==> src/rtl/comp_n_seq.sv <==
// comp_n_seq -- iterative WIDTH-bit magnitude comparator.
//
// Compares A and B two bits (one digit) per clock, most-significant digit
// first, using a 16-entry x 3-bit lookup of the 2-bit digit compare. The
// scan stops on the first unequal digit, so latency is the position of
// that digit from the MSB (1..ND), or ND when the operands are equal.
//
// Parameters:
//   WIDTH   operand width in bits, even and >= 2 (ND = WIDTH/2 digits)
//
// Ports:
//   clock   rising-edge clock for all state
//   reset   synchronous, active-high reset
//   start   compare request, accepted only while busy=0
//   A, B    operands, sampled only on the accepting edge
//   A_gt_B  registered result A > B
//   A_lt_B  registered result A < B
//   A_eq_B  registered result A == B
//   busy    high while a compare is in progress
//   done    one-cycle pulse when a new result first becomes valid
//
// Build option:
//   COMP_N_SEQ_SIGNED_EN  when defined, operands are two's complement.
//                         The sign bit of both operands is inverted on the
//                         most-significant digit only, which maps signed
//                         ordering onto the unsigned digit lookup.

module comp_n_seq #(
   parameter int unsigned WIDTH = 8
) (
   input  logic             clock,
   input  logic             reset,
   input  logic             start,
   input  logic [WIDTH-1:0] A,
   input  logic [WIDTH-1:0] B,
   output logic             A_gt_B,
   output logic             A_lt_B,
   output logic             A_eq_B,
   output logic             busy,
   output logic             done
);

   localparam int unsigned ND    = WIDTH / 2;
   localparam int unsigned IDX_W = (ND > 1) ? $clog2(ND) : 1;
   localparam logic [IDX_W-1:0] IDX_TOP = IDX_W'(ND - 1);

   // Digit compare table, indexed by {a_digit, b_digit}; entry = {gt, lt, eq}.
   localparam logic [2:0] LUT [16] = '{
      3'b001, 3'b010, 3'b010, 3'b010,   // a=0 vs b=0..3
      3'b100, 3'b001, 3'b010, 3'b010,   // a=1 vs b=0..3
      3'b100, 3'b100, 3'b001, 3'b010,   // a=2 vs b=0..3
      3'b100, 3'b100, 3'b100, 3'b001    // a=3 vs b=0..3
   };

   typedef enum logic {
      IDLE,
      SCAN
   } state_t;

   state_t           state;
   logic [WIDTH-1:0] a_reg;
   logic [WIDTH-1:0] b_reg;
   logic [IDX_W-1:0] idx;

   logic [1:0]       a_dig;
   logic [1:0]       b_dig;
   logic [2:0]       entry;

   always_comb begin
      a_dig = a_reg[{idx, 1'b0} +: 2];
      b_dig = b_reg[{idx, 1'b0} +: 2];
`ifdef COMP_N_SEQ_SIGNED_EN
      // Flipping both sign bits turns two's-complement order into unsigned order.
      if (idx == IDX_TOP) begin
         a_dig[1] = ~a_dig[1];
         b_dig[1] = ~b_dig[1];
      end
`endif
      entry = LUT[{a_dig, b_dig}];
   end

   assign busy = (state == SCAN);

   always_ff @(posedge clock) begin
      if (reset) begin
         state  <= IDLE;
         a_reg  <= '0;
         b_reg  <= '0;
         idx    <= IDX_TOP;
         A_gt_B <= 1'b0;
         A_lt_B <= 1'b0;
         A_eq_B <= 1'b0;
         done   <= 1'b0;
      end else begin
         case (state)
            IDLE: begin
               done <= 1'b0;
               if (start) begin
                  a_reg <= A;
                  b_reg <= B;
                  idx   <= IDX_TOP;
                  state <= SCAN;
               end
            end
            SCAN: begin
               if (!entry[0]) begin
                  // First unequal digit decides the whole compare.
                  A_gt_B <= entry[2];
                  A_lt_B <= entry[1];
                  A_eq_B <= 1'b0;
                  done   <= 1'b1;
                  state  <= IDLE;
               end else if (idx == '0) begin
                  A_gt_B <= 1'b0;
                  A_lt_B <= 1'b0;
                  A_eq_B <= 1'b1;
                  done   <= 1'b1;
                  state  <= IDLE;
               end else begin
                  idx <= idx - 1'b1;
               end
            end
            default: state <= IDLE;
         endcase
      end
   end

endmodule

==> config.mk <==
export PLATFORM = sky130hd
export DESIGN_NAME = comp_n_seq
export DESIGN_NICKNAME = d
export VERILOG_FILES = /design/src/rtl/comp_n_seq.sv
export SDC_FILE = /design/constraint.sdc
export NUM_CORES = 1
export LEC_CHECK = 0
export ABC_AREA = 1
export CAP_MARGIN = 20
export CORE_UTILIZATION = 49
export CTS_CLUSTER_SIZE = 10
export DETAILED_ROUTE_END_ITERATION = 8
export PLACE_DENSITY = 0.75
export SYNTH_ARGS = -nofsm -noshare
export SYNTH_HDL_FRONTEND = slang
export SYNTH_SLANG_ARGS = --single-unit
==> constraint.sdc <==
create_clock -name clock -period 1.57 [get_ports clock]
set_clock_uncertainty 0.05 [all_clocks]
set_input_delay 0.3925 -clock clock [delete_from_list [all_inputs] [get_ports clock]]
set_output_delay 0.3925 -clock clock [all_outputs]
set_load 0.1 [all_outputs]
==> results.yml <==
run_status:
  status: "complete, no violations"
grt:
  grt-ovfl-total: 0
  met1_usage_pct: 25.3
  track_usage_pct: 23.7
  grt_pass1_vias: 1066
  grt_antenna_before_repair: 0
  grt_max_degree: 28
  grt_util_met3_pct: 5.15
  grt.busiest_layer: "met2"
  grt_pass1_wl_um: 4420
  grtUsageMet2_pct: 40.4
die:
  die-height_um: 50.3
  row_count: 17
  die_w_um: 50.3
  start_util_pct: 51.7
  die_area_um2: 2530
  coreArea_um2: 2210
  io_pins: 24
logic_synthesis:
  yosys.area.top_type: "dfxtp_1"
  ys_seq_area_share_pct: 40.3
  ys_top_cells_by_count: "50 x nand2_1, 23 x dfxtp_1, 20 x nor2_1"
  async_reset_ff_share_pct: 0
  synth_flop_cell: "dfxtp_1"
  synthesis.area_um2: 1140
  ys_top_cells_by_area: "dfxtp_1 40%, nand2_1 16%, nand3_1 7.0%, o21ai_0 7.0%, nor2_1 6.6%"
  synthCells: 174
  synth_most_common_cell: "nand2_1"
  ys_warn_count: 0
  yosysTopAreaCellShare_pct: 40.3
  synth_edf_count: 0
  ys_types: 20
  ys_seq_elements: 23
  postSynthAreaPerCell_um2: 6.57
  synth_nets: 194
worst_setup_path:
  required_ns: 1.74
  rr_startpoint: "idx[0]"
  crit_type: "reg -> reg"
  ff2ff_setup_slack_ns: 0.03
  crit_arrival_ns: 1.70
  cp-start-kind: "flip-flop"
  r2r-end: "idx[1]"
  r2r_cells: 11
  cp_max_fo: 7
  cp-end-kind: "flip-flop"
finish:
  nFillCells: 197
  fin_util_pct: 71.7
  multi_input_area_um2: 623
  fin_area_um2: 1590
  layout-drive-gt1-share_pct: 20.3
  syn2layout_area_growth_pct: 38.7
  area.sequential_um2: 468
  nNetsFinal: 223
  fin_cells: 230
  diodes: 0
timing:
  relSlewSlack_pct: 82.4
  rsz0062_at_grt: "yes"
  slew_viol_final: 0
  min_period_ns: 1.54
  fin_crit_sh_pct: 97.9
  setup_violations: 0
  fmax_mhz: 651
  worst_slack_ns: 0.0332
  finalHoldViolCount: 0
  worst_pin_slew_ns: 0.263
drt:
  route.detailed.drc: 0
  drtIter0Drc: 23
  drt_wl_total_um: 2760
  postRouteAntennaNets: 0
  viasPerCell: 5.13
  num_vias: 1179
  wl_per_cell_um: 12.0
  dr.pass1.iters: 4
placement:
  place_area_um2: 1490
  dp_cells: 225
  gp_congestion: 0.830
  dpl.hpwl_um: 1940
  post-place-ws_ns: -0.0437
  portBuffers: 23
clock_network:
  numClockSinks: 23
  cts_root_buf: "clkbuf_4"
  cts_hold_buf: 0
  clk_pin_slew_worst_paths_ns: 0.13
  h-tree-depth: 1
  numCtsBuffers: 3
  clk_latency_ns: 0.31
  cts_max_path_buffers: 2
  cts_tree: "built"
flow_run:
  maxCapViolations: 0
min_path:
  worst_hold_path_type: "reg -> reg"
  whs_path_depth: 2
  worstHoldStart: "a_reg[0]"
  whs_endpoint: "a_reg[0]"
power:
  powerDensity_nw_per_um2: 1020
  p_leak_nw: 0.742
  irDropWorstVdd_mv: 0.659
[through the flow]
| step | hold WS (ns) | setup TNS (ns) | total power [W] |
|---|---|---|---|
| 2_1_floorplan | 0.379 | 0 | 0.00109 |
| 3_3_place_gp | 0.392 | 0 | 0.00126 |
| 3_5_place_dp | 0.400 | -0.0557 | 0.00128 |
| 4_1_cts | 0.420 | 0 | 0.00156 |
| 5_1_grt | 0.456 | -0.196 | 0.00172 |
| 6_report | 0.414 | 0 | 0.00162 |
[how the worst max path moves through the flow]
stage | start | endpoint | slack [ns] | cells after the start
final | idx[0] | idx[1] | 0.03 | 11
after global routing | idx[0] | A_lt_B | -0.06 | 12
after CTS | idx[0] | idx[1] | 0.05 | 10
after detailed placement | start | idx[0] | -0.04 | 5
after global placement | start | idx[0] | 0.006 | 5
after floorplan | busy | idx[1] | 0.007 | 7
[metal layers]
metal / vias up / routed length, µm / share of wire (%)
li1: 605 / - / -
met1: 541 / 1140 / 41
met2: 25 / 1450 / 53
met3: 8 / 84 / 3.0
met4: 0 / 86 / 3.1
met5: - / 0 / 0
[critical path: stages, from the launching register on]
cell and delay (ns):
dfxtp_4 0.40, buf_6 0.15, nand2_1 0.08, nand2_1 0.06, nand2_1 0.06, nand2_1 0.06
nand2_2 0.09, nand2_4 0.07, nor2_4 0.14, nand3_2 0.12, nand3_1 0.09, nand3_1 0.08
[final cells by class]
class | count | share of cell area [%]
clock buffers | 3 | 1.42
clock inverters | 1 | 0.315
inverters | 19 | 4.81
multi-input cells | 125 | 39.3
flip-flops and latches | 23 | 29.5
well taps | 28 | 2.21
repair buffers | 31 | 22.5
[power breakdown]
part | switching [W] | internal [W]
clock network | 0.000187 | 0.0000953
registers | 0.0000488 | 0.000643
logic | 0.000391 | 0.000253
total | 0.000626 | 0.000991
[cell usage in the layout (no fill, tap or decap), drive strengths merged]
| cell type | netlist | routed |
|---|---|---|
| clkbuf | 4 | 3 |
| o211ai | 1 | 1 |
| nand3 | 17 | 17 |
| buf | 3 | 13 |
| a21oi | 9 | 9 |
| nand4 | 1 | 1 |
| o21ai | 18 | 18 |
| nand2 | 57 | 57 |
| nor2 | 21 | 21 |
| dfxtp | 23 | 23 |
| ha | 1 | 1 |
| clkinv | 1 | 2 |
| inv | 18 | 18 |
| clkdlybuf4s50 | 0 | 18 |
[timing repair]
action,in CTS,in global routing
setup endpoints to repair,3,7
cloned,0,0
setup buffers,0,1
resized for setup,1,19
pin swaps,0,8
[cell families after synthesis]
group / after synthesis / synth area share (%)
AOI/OAI and AO/OA: 28 / 12.5
and+or+nand+nor: 96 / 36.2
buffers and inverters: 26 / 9.96
DFF: 23 / 40.3
adders and majority gates: 1 / 1.09
No activity file was read; power rests on OpenSTA's default activity.
